### src/rtl/riscv_soft_bypass_unit_if.sv
// Bundle between the EX-stage pipeline and the ALU operand bypass unit.
// master = pipeline side (drives EX info, consumes forwards/writeback); slave = bypass unit.
interface riscv_soft_bypass_unit_if #(
  parameter int XPR_LEN = 32,
  parameter int REG_AW  = 5
);
  logic               pipe_stall;
  logic               ex_valid;
  logic               ex_wen;
  logic [REG_AW-1:0]  ex_waddr;
  logic               ex_is_load;
  logic [XPR_LEN-1:0] ex_result;
  logic [REG_AW-1:0]  ex_rs1;
  logic [REG_AW-1:0]  ex_rs2;
  logic               ex_rs1_used;
  logic               ex_rs2_used;
  logic [XPR_LEN-1:0] dmem_rdata;
  logic               fwd_a;
  logic [XPR_LEN-1:0] bypass_data_a;
  logic               fwd_b;
  logic [XPR_LEN-1:0] bypass_data_b;
  logic               load_use_stall;
  logic               wb_wen;
  logic [REG_AW-1:0]  wb_waddr;
  logic [XPR_LEN-1:0] wb_wdata;

  modport master (
    output pipe_stall, ex_valid, ex_wen, ex_waddr, ex_is_load, ex_result,
           ex_rs1, ex_rs2, ex_rs1_used, ex_rs2_used, dmem_rdata,
    input  fwd_a, bypass_data_a, fwd_b, bypass_data_b, load_use_stall,
           wb_wen, wb_waddr, wb_wdata
  );

  modport slave (
    input  pipe_stall, ex_valid, ex_wen, ex_waddr, ex_is_load, ex_result,
           ex_rs1, ex_rs2, ex_rs1_used, ex_rs2_used, dmem_rdata,
    output fwd_a, bypass_data_a, fwd_b, bypass_data_b, load_use_stall,
           wb_wen, wb_waddr, wb_wdata
  );
endinterface

### src/rtl/riscv_soft_bypass_unit.sv
// ALU operand bypass: owns the MEM/WB destination records, forwards the youngest
// live producer to each EX operand, and flags load-use hazards.
module riscv_soft_bypass_unit #(
  parameter int XPR_LEN = 32,
  parameter int REG_AW  = 5
) (
  input logic                     clk,
  input logic                     reset,
  riscv_soft_bypass_unit_if.slave bus
);

  localparam logic [REG_AW-1:0] ZERO_REG = '0;

  typedef struct packed {
    logic               v;
    logic               wen;
    logic [REG_AW-1:0]  waddr;
    logic               is_load;
    logic [XPR_LEN-1:0] data;
  } mem_rec_t;

  typedef struct packed {
    logic               v;
    logic               wen;
    logic [REG_AW-1:0]  waddr;
    logic [XPR_LEN-1:0] data;
  } wb_rec_t;

  mem_rec_t mem_rec;
  wb_rec_t  wb_rec;

  logic mem_live;
  logic wb_live;
  logic load_hit_a;
  logic load_hit_b;
  logic stall;
  logic blocked_a;
  logic blocked_b;
  logic [XPR_LEN:0] res_a;
  logic [XPR_LEN:0] res_b;

  assign mem_live = mem_rec.v && mem_rec.wen && (mem_rec.waddr != ZERO_REG);
  assign wb_live  = wb_rec.v && wb_rec.wen && (wb_rec.waddr != ZERO_REG);

  // A live MEM record never targets x0, so an address match already implies rs != 0.
  assign load_hit_a = bus.ex_rs1_used && mem_live && mem_rec.is_load && (bus.ex_rs1 == mem_rec.waddr);
  assign load_hit_b = bus.ex_rs2_used && mem_live && mem_rec.is_load && (bus.ex_rs2 == mem_rec.waddr);
  assign stall      = bus.ex_valid && (load_hit_a || load_hit_b);
  assign blocked_a  = stall && load_hit_a;
  assign blocked_b  = stall && load_hit_b;

  // Returns {fwd, data}; an operand waiting on a load in MEM must not pick up a stale WB value.
  function automatic logic [XPR_LEN:0] resolve(input logic              used,
                                               input logic [REG_AW-1:0] rs,
                                               input logic              blocked);
    logic [XPR_LEN:0] r;
    r = '0;
    if (used && (rs != ZERO_REG)) begin
      if (mem_live && (mem_rec.waddr == rs) && !mem_rec.is_load) begin
        r = {1'b1, mem_rec.data};
      end else if (!blocked && wb_live && (wb_rec.waddr == rs)) begin
        r = {1'b1, wb_rec.data};
      end
    end
    return r;
  endfunction

  always_comb begin
    res_a = resolve(bus.ex_rs1_used, bus.ex_rs1, blocked_a);
    res_b = resolve(bus.ex_rs2_used, bus.ex_rs2, blocked_b);
  end

  always_ff @(posedge clk) begin
    if (reset) begin
      mem_rec <= '0;
      wb_rec  <= '0;
    end else if (!bus.pipe_stall) begin
      wb_rec.v     <= mem_rec.v;
      wb_rec.wen   <= mem_rec.wen;
      wb_rec.waddr <= mem_rec.waddr;
      wb_rec.data  <= mem_rec.is_load ? bus.dmem_rdata : mem_rec.data;
      if (stall) begin
        mem_rec <= '0;
      end else begin
        mem_rec <= {bus.ex_valid, bus.ex_wen, bus.ex_waddr, bus.ex_is_load, bus.ex_result};
      end
    end
  end

  assign bus.fwd_a          = res_a[XPR_LEN];
  assign bus.bypass_data_a  = res_a[XPR_LEN-1:0];
  assign bus.fwd_b          = res_b[XPR_LEN];
  assign bus.bypass_data_b  = res_b[XPR_LEN-1:0];
  assign bus.load_use_stall = stall;
  assign bus.wb_wen         = wb_live;
  assign bus.wb_waddr       = wb_rec.waddr;
  assign bus.wb_wdata       = wb_rec.data;

endmodule

### src/flat_wrapper.sv
// flat-port wrapper written by rule: the top's interface ports become plain ports
module riscv_soft_bypass_unit_flat 
#(
  parameter int XPR_LEN = 32,
  parameter int REG_AW  = 5
)
  (clk, reset, bus_pipe_stall, bus_ex_valid, bus_ex_wen, bus_ex_waddr, bus_ex_is_load, bus_ex_result, bus_ex_rs1, bus_ex_rs2, bus_ex_rs1_used, bus_ex_rs2_used, bus_dmem_rdata, bus_fwd_a, bus_bypass_data_a, bus_fwd_b, bus_bypass_data_b, bus_load_use_stall, bus_wb_wen, bus_wb_waddr, bus_wb_wdata);
  riscv_soft_bypass_unit_if #(.XPR_LEN(XPR_LEN), .REG_AW(REG_AW)) bus_i ();
  input logic clk;
  input logic reset;
  input wire logic [$bits(bus_i.pipe_stall)-1:0] bus_pipe_stall;
  input wire logic [$bits(bus_i.ex_valid)-1:0] bus_ex_valid;
  input wire logic [$bits(bus_i.ex_wen)-1:0] bus_ex_wen;
  input wire logic [$bits(bus_i.ex_waddr)-1:0] bus_ex_waddr;
  input wire logic [$bits(bus_i.ex_is_load)-1:0] bus_ex_is_load;
  input wire logic [$bits(bus_i.ex_result)-1:0] bus_ex_result;
  input wire logic [$bits(bus_i.ex_rs1)-1:0] bus_ex_rs1;
  input wire logic [$bits(bus_i.ex_rs2)-1:0] bus_ex_rs2;
  input wire logic [$bits(bus_i.ex_rs1_used)-1:0] bus_ex_rs1_used;
  input wire logic [$bits(bus_i.ex_rs2_used)-1:0] bus_ex_rs2_used;
  input wire logic [$bits(bus_i.dmem_rdata)-1:0] bus_dmem_rdata;
  output wire logic [$bits(bus_i.fwd_a)-1:0] bus_fwd_a;
  output wire logic [$bits(bus_i.bypass_data_a)-1:0] bus_bypass_data_a;
  output wire logic [$bits(bus_i.fwd_b)-1:0] bus_fwd_b;
  output wire logic [$bits(bus_i.bypass_data_b)-1:0] bus_bypass_data_b;
  output wire logic [$bits(bus_i.load_use_stall)-1:0] bus_load_use_stall;
  output wire logic [$bits(bus_i.wb_wen)-1:0] bus_wb_wen;
  output wire logic [$bits(bus_i.wb_waddr)-1:0] bus_wb_waddr;
  output wire logic [$bits(bus_i.wb_wdata)-1:0] bus_wb_wdata;
  assign bus_i.pipe_stall = bus_pipe_stall;
  assign bus_i.ex_valid = bus_ex_valid;
  assign bus_i.ex_wen = bus_ex_wen;
  assign bus_i.ex_waddr = bus_ex_waddr;
  assign bus_i.ex_is_load = bus_ex_is_load;
  assign bus_i.ex_result = bus_ex_result;
  assign bus_i.ex_rs1 = bus_ex_rs1;
  assign bus_i.ex_rs2 = bus_ex_rs2;
  assign bus_i.ex_rs1_used = bus_ex_rs1_used;
  assign bus_i.ex_rs2_used = bus_ex_rs2_used;
  assign bus_i.dmem_rdata = bus_dmem_rdata;
  assign bus_fwd_a = bus_i.fwd_a;
  assign bus_bypass_data_a = bus_i.bypass_data_a;
  assign bus_fwd_b = bus_i.fwd_b;
  assign bus_bypass_data_b = bus_i.bypass_data_b;
  assign bus_load_use_stall = bus_i.load_use_stall;
  assign bus_wb_wen = bus_i.wb_wen;
  assign bus_wb_waddr = bus_i.wb_waddr;
  assign bus_wb_wdata = bus_i.wb_wdata;
  riscv_soft_bypass_unit #(.XPR_LEN(XPR_LEN), .REG_AW(REG_AW)) u_core (.clk(clk), .reset(reset), .bus(bus_i));
endmodule
### config.mk
export PLATFORM = sky130hd
export DESIGN_NAME = riscv_soft_bypass_unit_flat
export DESIGN_NICKNAME = d
export VERILOG_FILES = /design/src/rtl/riscv_soft_bypass_unit_if.sv /design/src/rtl/riscv_soft_bypass_unit.sv /design/src/flat_wrapper.sv
export SDC_FILE = /design/constraint.sdc
export NUM_CORES = 1
export LEC_CHECK = 0
export ABC_AREA = 1
export BUFFER_PORTS_ARGS = -buffer_cell sky130_fd_sc_hd__buf_2
export CAP_MARGIN = 20
export CORE_MARGIN = 2
export CORE_UTILIZATION = 40
export CTS_BUF_LIST = sky130_fd_sc_hd__clkbuf_8 sky130_fd_sc_hd__clkbuf_16
export DETAILED_ROUTE_END_ITERATION = 7
export GPL_ROUTABILITY_DRIVEN = 0
export HOLD_SLACK_MARGIN = 0.1
export PLACE_DENSITY = 0.79
export SLEW_MARGIN = 15
export SYNTH_ARGS = -nofsm -noshare
export SYNTH_HDL_FRONTEND = slang
export SYNTH_SLANG_ARGS = --single-unit
### constraint.sdc
create_clock -name clk -period 1.55 [get_ports clk]
set_input_delay 0 -clock clk [delete_from_list [all_inputs] [get_ports clk]]
set_output_delay 0 -clock clk [all_outputs]
set_load 0.1 [all_outputs]
### Yosys cells after proc, flatten, opt, wreduce, memory -nomap -nowiden

Cells that the tools add are included.

| word-level totals | value |
|---|---|
| flip-flop bits (word level) | 79 |
| input port bits | 87 |
| output and inout bits | 105 |
| word-level logic and storage cells | 54 |

| operators by class | value |
|---|---|
| equality and inequality tests | 6 |
| mux-type cells | 8 |
| reduce and logical (&&, ||, !) cells | 31 |

Operator list:

| cell | number |
|---|---|
| two-way mux 33 bit | 6 |
| two-way mux 40 bit | 1 |
| two-way mux 32 bit | 1 |
| equality test 5 bit | 6 |
| logical AND 1 bit | 23 |
| nonzero test 5 bit | 4 |
| logical NOT 1 bit | 3 |
| logical OR 1 bit | 1 |

### Longest topological paths before layout

Gate-level depths: netlist of the first run.

| logic depth | value |
|---|---|
| depth after elaboration | 14 |
| gate-level depth with buffers | 12 |
| depth with buffers taken out | 11 |

### Worst setup path after synthesis of the first run

No wires, ideal clock.

| path | value |
|---|---|
| path kind | register to output |
| from | register u_core.mem_rec[35] (netlist name) |
| to | output port bus_bypass_data_a[22] |
| arrival time | 2.523 ns |
| required time | 1.550 ns |
| setup slack | -0.973 ns |
| stages on the path, launching flop included | 11 |
| buffers on the path | 1 |
| path through | dfxtp_1 -> inv_2 -> or2_1 -> nand3_1 -> nor2_2 -> nand3_2 -> nand2_1 -> nand2_1 -> nand3_2 -> buf_6 -> nor2_1 |

| on the way | value |
|---|---|
| cells in the longest elaborated chain, start to end | 14 |
| elaborated cells between the ends (all ways) | 22 |
| those cells by class | eq/ne: 3; mux: 3; reduce/logical: 16 |

Ends and longest elaborated chain:

| item | RTL line | RTL |
|---|---|---|
| from (decl) | riscv_soft_bypass_unit.sv:29 | `mem_rec_t mem_rec;` |
| from (signal assigned) | riscv_soft_bypass_unit.sv:85 | `mem_rec <= {bus.ex_valid, bus.ex_wen, bus.ex_waddr, bus.ex_is_load, bus.ex_result};` |
| nonzero test 5 bit | riscv_soft_bypass_unit.sv:42 | `assign mem_live = mem_rec.v && mem_rec.wen && (mem_rec.waddr != ZERO_REG);` |
| logical AND 1 bit | riscv_soft_bypass_unit.sv:42 |  |
| logical AND 1 bit, on equally long branches (3 in a row) | riscv_soft_bypass_unit.sv:46, riscv_soft_bypass_unit.sv:47 |  |
| logical OR 1 bit | riscv_soft_bypass_unit.sv:48 | `assign stall = bus.ex_valid && (load_hit_a \|\| load_hit_b);` |
| logical AND 1 bit | riscv_soft_bypass_unit.sv:48 |  |
| logical AND 1 bit | riscv_soft_bypass_unit.sv:49 | `assign blocked_a = stall && load_hit_a;` |
| logical NOT 1 bit | riscv_soft_bypass_unit.sv:61 | `end else if (!blocked && wb_live && (wb_rec.waddr == rs)) begin` |
| logical AND 1 bit (2 in a row) | riscv_soft_bypass_unit.sv:61 |  |
| two-way mux 33 bit | riscv_soft_bypass_unit.sv:61 |  |
| two-way mux 33 bit (*) | riscv_soft_bypass_unit.sv:59 | `if (mem_live && (mem_rec.waddr == rs) && !mem_rec.is_load) begin` |
| two-way mux 33 bit (*) | riscv_soft_bypass_unit.sv:58 | `if (used && (rs != ZERO_REG)) begin` |
| to (decl) | flat_wrapper.sv:23 | `output wire logic [$bits(bus_i.bypass_data_a)-1:0] bus_bypass_data_a;` |

Every way passes the cells marked *; elsewhere a longest branch is shown, timed or not.

### Final worst setup path of the first run

| path | value |
|---|---|
| from | register u_core.mem_rec[34] (netlist name) |
| to | output port bus_bypass_data_b[1] |

| on the way | value |
|---|---|
| cells in the longest elaborated chain, start to end | 14 |
| elaborated cells between the ends (all ways) | 22 |
| those cells by class | eq/ne: 3; mux: 3; reduce/logical: 16 |

Ends and longest elaborated chain:

| item | RTL line | RTL |
|---|---|---|
| nonzero test 5 bit | riscv_soft_bypass_unit.sv:42 |  |
| logical AND 1 bit | riscv_soft_bypass_unit.sv:42 |  |
| logical AND 1 bit, on equally long branches (3 in a row) | riscv_soft_bypass_unit.sv:46, riscv_soft_bypass_unit.sv:47 |  |
| logical OR 1 bit | riscv_soft_bypass_unit.sv:48 |  |
| logical AND 1 bit | riscv_soft_bypass_unit.sv:48 |  |
| logical AND 1 bit | riscv_soft_bypass_unit.sv:50 | `assign blocked_b = stall && load_hit_b;` |
| logical NOT 1 bit | riscv_soft_bypass_unit.sv:61 |  |
| logical AND 1 bit (2 in a row) | riscv_soft_bypass_unit.sv:61 |  |
| two-way mux 33 bit | riscv_soft_bypass_unit.sv:61 |  |
| two-way mux 33 bit (*) | riscv_soft_bypass_unit.sv:59 |  |
| two-way mux 33 bit (*) | riscv_soft_bypass_unit.sv:58 |  |
| to (decl) | flat_wrapper.sv:25 | `output wire logic [$bits(bus_i.bypass_data_b)-1:0] bus_bypass_data_b;` |

Marked as above.

==> results of run 1 <==
sequential cells by signal, summed over array words and instances, names as in the netlist:
signal               count
u_core.mem_rec          40
u_core.bus.wb_wdata     32
u_core.bus.wb_waddr      5
u_core.wb_rec            2
metrics by stage:
step                power (mW)  TNS [ps]  util [%]  worst slack, ps
finish                    6.05    -49180      75.0             -650
global route              6.27    -59870      75.0             -768
CTS                       5.96    -35380      70.6             -523
detailed placement        3.78    -12460      61.5             -228
global placement          3.74     -8050      61.5             -162
floorplan                 3.41    -12080         -             -237
metal layers:
metal | up-vias | wire (microns) | part of all wire, % | track usage [%]
met4 | 0 | 703 | 3.2 | 12.4
met5 | - | 0 | 0 | 0
li1 | 3200 | - | - | -
met1 | 3137 | 8470 | 38 | 32.0
met2 | 346 | 11600 | 52 | 50.1
met3 | 59 | 1530 | 6.9 | 5.03
power by group through the flow:
stage / registers, mW / clock network, mW / logic, mW
4_1_cts: 2.28 / 2.06 / 1.62
5_1_grt: 2.31 / 2.15 / 1.81
2_1_floorplan: 2.28 / 0 / 1.13
3_3_place_gp: 2.31 / 0 / 1.43
3_5_place_dp: 2.32 / 0 / 1.46
6_report: 2.29 / 2.06 / 1.70
logic make-up (layout without fill, tap and decap cells):
logic type | count (synthesis) | after routing | share of synthesized area, %
AND/OR/NAND/NOR | 417 | 417 | 35.2
XOR/XNOR | 13 | 13 | 2.15
AO/OA/AOI/OAI | 150 | 150 | 15.7
buffers and inverters | 182 | 460 | 17.1
flip-flops | 79 | 79 | 29.8
cells in the final DEF, fill, tap and decap left out, types with 7 or more instances in the layout:
cell type | Yosys | final
a21oi_1 | 45 | 42
buf_12 | 0 | 83
buf_2 | 13 | 123
buf_4 | 37 | 58
buf_6 | 9 | 8
clkbuf_16 | 0 | 17
dfxtp_1 | 79 | 68
dfxtp_2 | 0 | 7
dlygate4sd3_1 | 0 | 72
inv_1 | 79 | 79
nand2_1 | 238 | 218
nand2_2 | 1 | 19
nand3_1 | 40 | 36
nand3b_1 | 39 | 39
nor2_1 | 73 | 10
nor2_2 | 11 | 8
nor2_4 | 1 | 67
o211ai_1 | 32 | 32
o21ai_0 | 67 | 27
o21ai_1 | 5 | 30
o21ai_2 | 0 | 15
xnor2_1 | 9 | 7
worst max-delay path, cell delays in order, from the launching register on:
cell and delay (ps):
dfxtp_4 380, nor2_1 160, nand3_1 150, nand2_2 140, inv_2 80, nand4_4 120, nand2_2 80, nand2_2 120
nand2_8 110, buf_12 180, nor2_4 130, buf_12 180
final cells by class:
| type | count | area, sq um |
|---|---|---|
| Timing Repair Buffer | 357 | 3830 |
| Clock buffer | 11 | 264 |
| Tap cell | 176 | 220 |
| Fill cell | 879 | 3270 |
| Clock inverter | 5 | 22.5 |
| Sequential cell | 79 | 1610 |
| Multi-Input combinational cell | 580 | 3520 |
| Inverter | 87 | 343 |
worst max path at each step:
stage	startpoint	to	slack [ps]	depth (start not counted)
2_1_floorplan	u_core.mem_rec[35]$_SDFFE_PP0N_	bus_bypass_data_a[10]	-240	10
3_3_place_gp	u_core.mem_rec[36]$_SDFFE_PP0N_	bus_bypass_data_a[21]	-160	9
3_5_place_dp	u_core.mem_rec[33]$_SDFFE_PP0N_	bus_bypass_data_a[12]	-230	9
4_1_cts	u_core.mem_rec[36]$_SDFFE_PP0N_	bus_bypass_data_b[1]	-520	11
5_1_grt	u_core.mem_rec[34]$_SDFFE_PP0N_	bus_bypass_data_b[1]	-770	11
6_report	u_core.mem_rec[34]$_SDFFE_PP0N_	bus_bypass_data_b[1]	-650	11
timing repair:
action / 4_1_cts / 5_1_grt
gates cloned: 3 / 10
hold buffers: 72 / 0
resized for setup: 54 / 77
setup endpoints to repair: 106 / 106
endpoints found under the hold margin: 72 / 0
pin swaps: 1 / 15
buffers inserted: 3 / 13
==> summary.md, run 1 <==
| Metric | Value |
|---|---|
| Crit Path Class | `reg -> out` |
| DIE WIDTH | `between 100 and 150 microns` |
| Placed wire-length estimate | `roughly 13,000 microns` |
| Via Count | `around 6,700` |
| Clk sink count | `between 70 and 80` |
| Register-to-Register Path Depth | `12` |
| Clock Power Share | `34.0%` |
| Nets | `approximately 1,200` |
| Internal power | `just under 4 mW` |
| Avg Cell Area, Syn | `6.30 sq um` |
| Hold depth | `3` |
| Max Clock Skew | `6.68 ps` |
| Net Switching | `about 2.1 mW` |
| Max_cap viols | `0` |
| Antenna Nets Post-Route | `0` |
| Synth async-reset ratio | `0%` |
| Wire per inst | `roughly 17 microns` |
| Clk_lat worst skew | `340 ps` |
| Most common cell in the netlist | `nand2_1` |
| Top cells by count, synth | `nand2_1 (238), dfxtp_1 (79), inv_1 (79)` |
| Via/cell ratio | `5.21` |
| Initial antenna violation count | `0` |
| Vias in the first global route | `between 6,000 and 7,000` |
| YS warnings | `0` |
| Min setup slack post-route | `-650 ps` |
| Core area | `around 13,000 sq um` |
| Failing checks | `negative setup slack` |
| Router iterations before antenna repair | `7` |
| Final Setup Violations | `between 100 and 150` |
| Post-Syn Nets | `just over 900` |
| Cells after Synth | `about 840` |
| DR DRC count | `0` |
| GRT Util Overall | `around 28%` |
| Wire length of the first global-routing pass | `roughly 32,000 microns` |
| WHS Endpoint | `u_core.mem_rec[25]$_SDFFE_PP0N_` |
| Hold Vio Cnt, Final | `0` |
| CTS Buf Count | `9` |
| Worst setup SP type | `register` |
| Placement Cell Area | `around 8000 sq um` |
| Power share of the combinational group | `~28%` |
| Die H | `between 100 and 150 microns` |
| Arrival time at the worst endpoint | `between 2000 and 2500 ps` |
| Sequential element share of the synthesized area | `between 20% and 30%` |
| Pwr Density | `roughly 620 nW/um^2` |
| Maximum vdd ir drop | `between 0.5 and 0.6 mV` |
| Period minus WS final | `about 2200 ps` |
| Reg clk slew, reported paths | `~60 ps` |
| Initial Util | `between 40% and 50%` |
| GRT overflow | `0` |
| RSZ-0062 raised after global routing | `true` |
| Post-route insts no fill | `1,295` |
| Leak | `around 4.5 nW` |
| Ys flop type | `dfxtp_1` |
| Area of the die | `14,200 sq um` |
| Row count | `42` |
| Io pins | `~190` |
| # diodes | `0` |
| Outcome | `complete, but fails checks` |
| Distinct cells, synth | `31` |
| Reg2Reg Capture Point | `u_core.mem_rec[38]$_SDFFE_PP0N_` |
| PortBufs | `around 190` |
| Fmax | `roughly 450 MHz` |
| Worst hold path class | `in -> reg` |
| Crit path max fanout | `8` |
| Reg2reg setup slack | `-310 ps` |
| Iter 0 DRT Violations | `690` |
| H-tree depth | `3` |
| Final Hold Slack | `approximately 150 ps` |
| Clock root buffer master | `clkbuf_16` |
| Largest net degree at the start of global routing | `66` |
| Sw Share | `around a third` |
| Worst slew pin tran | `511 ps` |
| Final wirelength | `roughly 22,000 microns` |
| Share of the synthesized area in the top cell type | `29.8%` |
| EDFF count, synth | `0` |
| Normalized max-slew margin | `between 60% and 70%` |
| Final Max Tran Viols | `0` |
| Worst R2R Start | `u_core.mem_rec[35]$_SDFFE_PP0N_` |
| FF+latch count, synth | `79` |
| HP Start | `reset` |
| Final Instance Area | `~9800 sq um` |
| Synth Cell Area | `between 5000 and 6000 sq um` |
| Placed cells | `~1,200` |
| Critical Path RT | `~1600 ps` |
| Clock buffer depth | `2` |
| Share of cells above drive strength 1 | `roughly two fifths` |
| Synth area leader | `dfxtp_1` |
| Fin crit share | `142%` |
| Part of the power in registers | `37.9%` |
| Area Growth Syn to Fin | `85.1%` |
| Synth top area cells | `dfxtp_1 (30%), nand2_1 (17%), o21ai_0 (6.3%), inv_1 (5.6%), nand3b_1 (5.5%)` |
| CTS tree | `done` |
| CP endpoint kind | `output pin` |
No activity file was read; power rests on OpenSTA's default activity.
==> run 2: changes to the inputs <==
Settings changed: CELL_PAD_IN_SITES_DETAIL_PLACEMENT set to 1, CELL_PAD_IN_SITES_GLOBAL_PLACEMENT set to 1, CORE_MARGIN 2 to 10, CORE_UTILIZATION 40 to 34, PLACE_DENSITY 0.79 to 0.93.
==> summary.md, run 2 (synthesis results as in run 1) <==
| Metric | Value |
|---|---|
| Seq. cell area | `1600 sq um (-0.55%)` |
| PortBufs | `191 (unchanged)` |
| GRT Util Overall | `25.6% (-2.3 points)` |
| CP max stage cell | `dfxtp_4` |
| Core area | `15,300 sq um (+17%)` |
| Period minus WS final | `2280 ps (+79.4 ps)` |
| Final Setup Violations | `106 (unchanged)` |
| Multi-input gate area | `3410 sq um (-3.2%)` |
| Slowest stage delay, CP | `400 ps (+20 ps)` |
| DR DRC count | `0 (unchanged)` |
| CTS tree | `done` |
| Commonest non-fill, non-tap cell in the layout | `nand2_1` |
| Arrival time at the worst endpoint | `2280 ps (+80 ps)` |
| Hold Vio Cnt, Final | `0 (unchanged)` |
| CTS Buf Count | `9 (unchanged)` |
| Final Max Tran Viols | `0 (unchanged)` |
| Via Count | `6,998 (+3.8%)` |
| Setup TNS | `-47,720 ps (+1460 ps)` |
| RSZ-0062 raised after global routing | `true` |
| Biggest register | `u_core.mem_rec` |
| Initial antenna violation count | `0 (unchanged)` |
| Router iterations before antenna repair | `5 (-2)` |
| Critical Path RT | `1550 ps (about the same)` |
| Commonest cells after routing, fill and taps aside | `nand2_1 (223), buf_2 (123), buf_12 (78)` |
| Power Total | `6.48 mW (+7.1%)` |
| Pwr Density | `683 nW/um^2 (+11%)` |
| Antenna Nets Post-Route | `0 (unchanged)` |
| Largest net degree at the start of global routing | `66 (unchanged)` |
| Wire length of the first global-routing pass | `41,800 microns (+32%)` |
| Min setup slack post-route | `-730 ps (-79.4 ps)` |
| Worst hold path class | `in -> reg` |
| Area of the die | `21,000 sq um (+48%)` |
| Outcome | `complete, but fails checks` |
| Max FFs per register | `40 (unchanged)` |
| Die H | `145 microns (+22%)` |
| Reg clk slew, reported paths | `60 ps (about the same)` |
| Crit Path Class | `reg -> out` |
| Max Clock Skew | `11.6 ps (+4.91 ps)` |
| Share of cells above drive strength 1 | `36.9% (-3.0 points)` |
| Leak | `4.36 nW (-3.1%)` |
| H-tree depth | `3 (unchanged)` |
| Fin crit share | `147% (+5.1 points)` |
| Nets | `1,189 (-1.0%)` |
| Normalized max-slew margin | `64.1% (-2.1 points)` |
| GRT overflow | `0 (unchanged)` |
| Iter 0 DRT Violations | `407 (-41%)` |
| Via/cell ratio | `5.31 (+2.0%)` |
| Io pins | `192 (unchanged)` |
| Fmax | `439 MHz (-3.5%)` |
| Worst slew pin tran | `539 ps (+28.1 ps)` |
| Maximum vdd ir drop | `0.595 mV (+2.0%)` |
| Bufs and invs on worst path | `4 (+1)` |
| Final wirelength | `29,400 microns (+32%)` |
| Crit path max fanout | `32 (+24)` |
| Clk_lat worst skew | `350 ps (about the same)` |
| Placed wire-length estimate | `17,700 microns (+40%)` |
| Initial Util | `34.7% (-5.8 points)` |
| Failing checks | `negative setup slack` |
| # diodes | `0 (unchanged)` |
| DIE WIDTH | `145 microns (+22%)` |
| Crit path cell chain | `inv_4 > nand2_2 > nand4_1 > nor2_4 > nand3_4 > buf_12 > nand2_2 > o21ai_0 > buf_4 > nor2_4 > buf_12` |
| Vias in the first global route | `7,520 (+19%)` |
| Crit-path leading delay family | `simple AND/OR/NAND/NOR gates` |
| CP endpoint kind | `output pin` |
| Wire per inst | `22.3 microns (+30%)` |
| Row count | `45 (+7.1%)` |
| Fill cells | `1,827 (+110%)` |
| Clock buffer depth | `2 (unchanged)` |
| Clock root buffer master | `clkbuf_16` |
| Max_cap viols | `0 (unchanged)` |
| Worst setup SP type | `register` |
| Clk sink count | `79 (unchanged)` |
| Area Growth Syn to Fin | `79.1%` |
-- run 2: repair_timing --
action                                 CTS  global route
cloned                                   0             5
hold buffers                            73             0
pin swaps                               12            12
setup buffers                            0             6
endpoints found under the hold margin   72             0
setup endpoints to repair              106           106
resized for setup                       34            49
-- run 2: where the power goes --
group	switching, mW	internal (mW)	total, mW	leakage (nW)
registers	0.144	2.15	2.30	0.656
clock network	0.913	1.49	2.40	0.168
logic	1.17	0.610	1.78	3.54
total	2.23	4.25	6.48	4.36
-- run 2: tightest hold or removal path, stage by stage --
cell and delay, ps:
buf_2 100, buf_4 260, a21oi_1 60
-- run 2: metrics by stage --
stage	instances	hold slack, ps	setup slack (ps)	cell area, sq um	utilization [%]
floorplan	841	217	-237	5840	-
global placement	1219	331	-170	8130	53.3
detailed placement	1219	344	-242	8130	53.3
CTS	1308	104	-624	9200	60.3
global route	1318	140	-786	9490	62.2
finish	1318	133	-730	9490	62.2
-- run 2: routing by layer --
| metal | wire length (microns) | track usage [%] |
|---|---|---|
| met4 | 1430 | 12.0 |
| met1 | 10700 | 26.9 |
| met3 | 1930 | 5.35 |
| met5 | 0 | 0 |
| met2 | 15400 | 47.5 |
-- run 2: area by class of cell --
cell class | instances | share of cell area [%]
timing repair buffer | 345 | 37.5
multi-input combinational | 580 | 36.0
sequential | 79 | 16.8
inverter | 87 | 3.53
tap | 211 | 2.78
clock buffer | 11 | 2.66
clock inverter | 5 | 0.764
-- run 2: final timing paths --
path              slack [ps]  cells past startpoint                         endpoint                       startpoint
setup reg to reg        -190                      9   u_core.mem_rec[5]$_SDFFE_PP0N_  u_core.mem_rec[36]$_SDFFE_PP0N_
hold / removal           130                      3   u_core.mem_rec[7]$_SDFFE_PP0N_                            reset
hold reg to reg          480                      2  u_core.mem_rec[31]$_SDFFE_PP0N_  u_core.mem_rec[31]$_SDFFE_PP0N_
setup / recovery        -730                     11             bus_bypass_data_b[8]  u_core.mem_rec[36]$_SDFFE_PP0N_
==> run 3: changes to the inputs <==
Settings changed: ABC_AREA 1 to unset, CORE_UTILIZATION 34 to 35.
==> summary.md, run 3 <==
| Metric | Value |
|---|---|
| GRT Util Overall | `27.5% (+2.0 points)` |
| Placed wire-length estimate | `16,600 microns (-6.4%)` |
| CP max stage cell | `dfxtp_1` |
| Clock Power Share | `36.0% (-1.0 points)` |
| Reg clk slew, reported paths | `70 ps (about the same)` |
| Crit path max fanout | `10 (-69%)` |
| Net Switching | `2.06 mW (-7.7%)` |
| EDFF count, synth | `0 (unchanged)` |
| Maximum vdd ir drop | `0.538 mV (-9.5%)` |
| HP Start | `bus_dmem_rdata[13]` |
| Router iterations before antenna repair | `4 (-1)` |
| Failing checks | `negative setup slack` |
| Pwr Density | `616 nW/um^2 (-9.8%)` |
| Ys flop type | `dfxtp_1` |
| Final Setup Violations | `108 (+1.9%)` |
| Clk sink count | `79 (unchanged)` |
| Wire length of the first global-routing pass | `41,500 microns (-0.71%)` |
| Sw Share | `34.7% (+0.28 points)` |
| Wire per inst | `30.7 microns (+37%)` |
| H-tree depth | `3 (unchanged)` |
| Worst R2R Start | `u_core.mem_rec[37]$_SDFFE_PP0N_` |
| Synth async-reset ratio | `0% (unchanged)` |
| Worst slew pin tran | `541 ps (+2.29 ps)` |
| Most common cell in the netlist | `nor2_1` |
| Register-to-Register Path Depth | `11 (+2)` |
| Hold Vio Cnt, Final | `0 (unchanged)` |
| Post-Syn Nets | `702 (-24%)` |
| Avg Cell Area, Syn | `7.94 sq um (+26%)` |
| Via Count | `6,058 (-13%)` |
| Commonest cells after routing, fill and taps aside | `buf_2 (123), nand2_1 (82), buf_12 (79)` |
| Crit path cell chain | `nand2_2 > a211oi_2 > buf_4 > nand3_4 > o32a_4 > buf_16 > nor2_4 > buf_12` |
| DIE WIDTH | `138 microns (-4.7%)` |
| Period minus WS final | `2530 ps (+247 ps)` |
| CTS tree | `done` |
| Fmax | `396 MHz (-9.8%)` |
| Setup TNS | `-85,700 ps (-37,990 ps)` |
| Vias in the first global route | `6,728 (-11%)` |
| CP endpoint kind | `output pin` |
| Post-place setup slack | `-638 ps (-397 ps)` |
| Outcome | `complete, but fails checks` |
| Share of the synthesized area in the top cell type | `32.4% (+2.6 points)` |
| Max_cap viols | `0 (unchanged)` |
| CTS Buf Count | `9 (unchanged)` |
| Via/cell ratio | `5.60 (+5.5%)` |
| Initial Util | `35.4% (+0.70 points)` |
| Initial antenna violation count | `7 (+7)` |
| Worst setup SP type | `register` |
| Share of cells above drive strength 1 | `50.0% (+13 points)` |
| Min setup slack post-route | `-977 ps (-247 ps)` |
| PortBufs | `191 (unchanged)` |
| Worst hold path class | `in -> reg` |
| Fill cells | `1,426 (-22%)` |
| Cells after Synth | `615 (-27%)` |
| Slowest stage delay, CP | `380 ps (-20 ps)` |
| Leak | `3.69 nW (-15%)` |
| Fin crit share | `163% (+16 points)` |
| Core area | `13,800 sq um (-9.7%)` |
| Max Clock Skew | `14.7 ps (+3.12 ps)` |
| GRT overflow | `0 (unchanged)` |
| Power share of the combinational group | `24.8% (-2.7 points)` |
| Largest net degree at the start of global routing | `41 (-38%)` |
| Row count | `43 (-4.4%)` |
| Arrival time at the worst endpoint | `2530 ps (+250 ps)` |
| Sequential element share of the synthesized area | `32.4% (+2.6 points)` |
| Biggest register | `u_core.mem_rec` |
| Io pins | `192 (unchanged)` |
| Internal power | `3.87 mW (-8.9%)` |
| Crit Path Class | `reg -> out` |
| FF+latch count, synth | `79 (unchanged)` |
| Antenna Nets Post-Route | `0 (unchanged)` |
| Reg2reg setup slack | `-660 ps (-470 ps)` |
| DR DRC count | `0 (unchanged)` |
| Synth top area cells | `dfxtp_1 (32%), mux2i_1 (21%), nor2_1 (8.3%), nand2_1 (6.5%), buf_4 (5.7%)` |
| WHS Endpoint | `u_core.bus.wb_wdata[13]$_SDFFE_PP0N_` |
| YS warnings | `0 (unchanged)` |
| Area of the die | `19,100 sq um (-9.1%)` |
| Area Growth Syn to Fin | `97.4%` |
| Hold depth | `5 (+2)` |
| Clock root buffer master | `clkbuf_16` |
| Reg2Reg Capture Point | `u_core.mem_rec[21]$_SDFFE_PP0N_` |
| Commonest non-fill, non-tap cell in the layout | `buf_2` |
| Synth area leader | `dfxtp_1` |
| Top cells by count, synth | `nor2_1 (108), mux2i_1 (101), nand2_1 (84)` |
| Clock buffer depth | `2 (unchanged)` |
| Normalized max-slew margin | `64.2% (+0.095 points)` |
| Max FFs per register | `40 (unchanged)` |
| Synth Cell Area | `4880 sq um (-7.9%)` |
| Critical Path RT | `1550 ps (about the same)` |
| Die H | `138 microns (-4.7%)` |
| Iter 0 DRT Violations | `383 (-5.9%)` |
| Distinct cells, synth | `39 (+26%)` |
| Nets | `977 (-18%)` |
| Final Max Tran Viols | `0 (unchanged)` |
| Part of the power in registers | `39.2% (+3.7 points)` |
| Final wirelength | `33,200 microns (+13%)` |
| RSZ-0062 raised after global routing | `true` |
| Clk_lat worst skew | `350 ps (about the same)` |
-- run 3: what timing repair did --
item	CTS	global route
hold buffers	74	0
resized for setup	52	79
pin swaps	7	17
endpoints found under the setup margin	107	108
buffers inserted	10	9
hold endpoints to repair	67	0
cloned	8	4
-- run 3: power by group through the flow --
stage                     Sequential [mW]  Clock [mW]  Combinational [mW]
after floorplan                      2.27           0               0.798
after global placement               2.29           0                1.04
after detailed placement             2.31           0                1.09
after CTS                            2.27        2.05                1.28
after global routing                 2.34        2.24                1.53
final                                2.33        2.14                1.47
-- run 3: metal layers --
metal | routed length [microns] | GRT usage (%)
met5 | 0 | 0
met1 | 11400 | 26.9
met3 | 2030 | 6.20
met4 | 2260 | 16.3
met2 | 17500 | 51.7
-- run 3: area by class of cell --
cell class	instances	area (sq um)	area share, %
Inverter	8	48.8	0.506
Antenna cell	7	17.5	0.182
Sequential cell	79	1610	16.7
Timing Repair Buffer	343	3740	38.8
Tap cell	180	225	2.34
Clock inverter	3	11.3	0.117
Multi-Input combinational cell	449	3720	38.6
Clock buffer	12	267	2.77
-- run 3: cells by family after synthesis --
kind of cell / synth area share, %
AOI/OAI and AO/OA: 10.2
xor gates and xnor gates: 3.59
buffers and inverters: 11.3
DFF: 32.4
muxes: 20.7
and+or+nand+nor: 21.8
-- run 3: worst max-delay path by stage --
stage	from	to	slack, ps
CTS	u_core.bus.wb_waddr[1]$_SDFFE_PP0N_	bus_bypass_data_a[1]	-820
global placement	u_core.mem_rec[33]$_SDFFE_PP0N_	bus_bypass_data_a[1]	-480
detailed placement	u_core.mem_rec[33]$_SDFFE_PP0N_	bus_bypass_data_a[16]	-640
floorplan	u_core.bus.wb_waddr[1]$_SDFFE_PP0N_	bus_bypass_data_a[31]	-540
finish	u_core.mem_rec[39]$_SDFFE_PP0N_	bus_bypass_data_b[18]	-980
global route	u_core.mem_rec[37]$_SDFFE_PP0N_	bus_bypass_data_b[18]	-1020
-- run 3: worst max-delay path: cells and delay by family (launching register included) --
family	cells	cell delay, ps
compound gates	2	690
simple gates	3	490
buf+inv	3	600
flops	1	380
-- run 3: through the flow --
| stage | std cells | util, % | hold WS [ps] | power [mW] | cell area (sq um) |
|---|---|---|---|---|---|
| floorplan | 615 | - | 133 | 3.07 | 5410 |
| global placement | 956 | 54.9 | 247 | 3.33 | 7560 |
| detailed placement | 956 | 54.9 | 254 | 3.40 | 7560 |
| CTS | 1063 | 65.8 | 100 | 5.60 | 9060 |
| global route | 1081 | 70.0 | 154 | 6.10 | 9640 |
| finish | 1081 | 70.0 | 120 | 5.93 | 9640 |
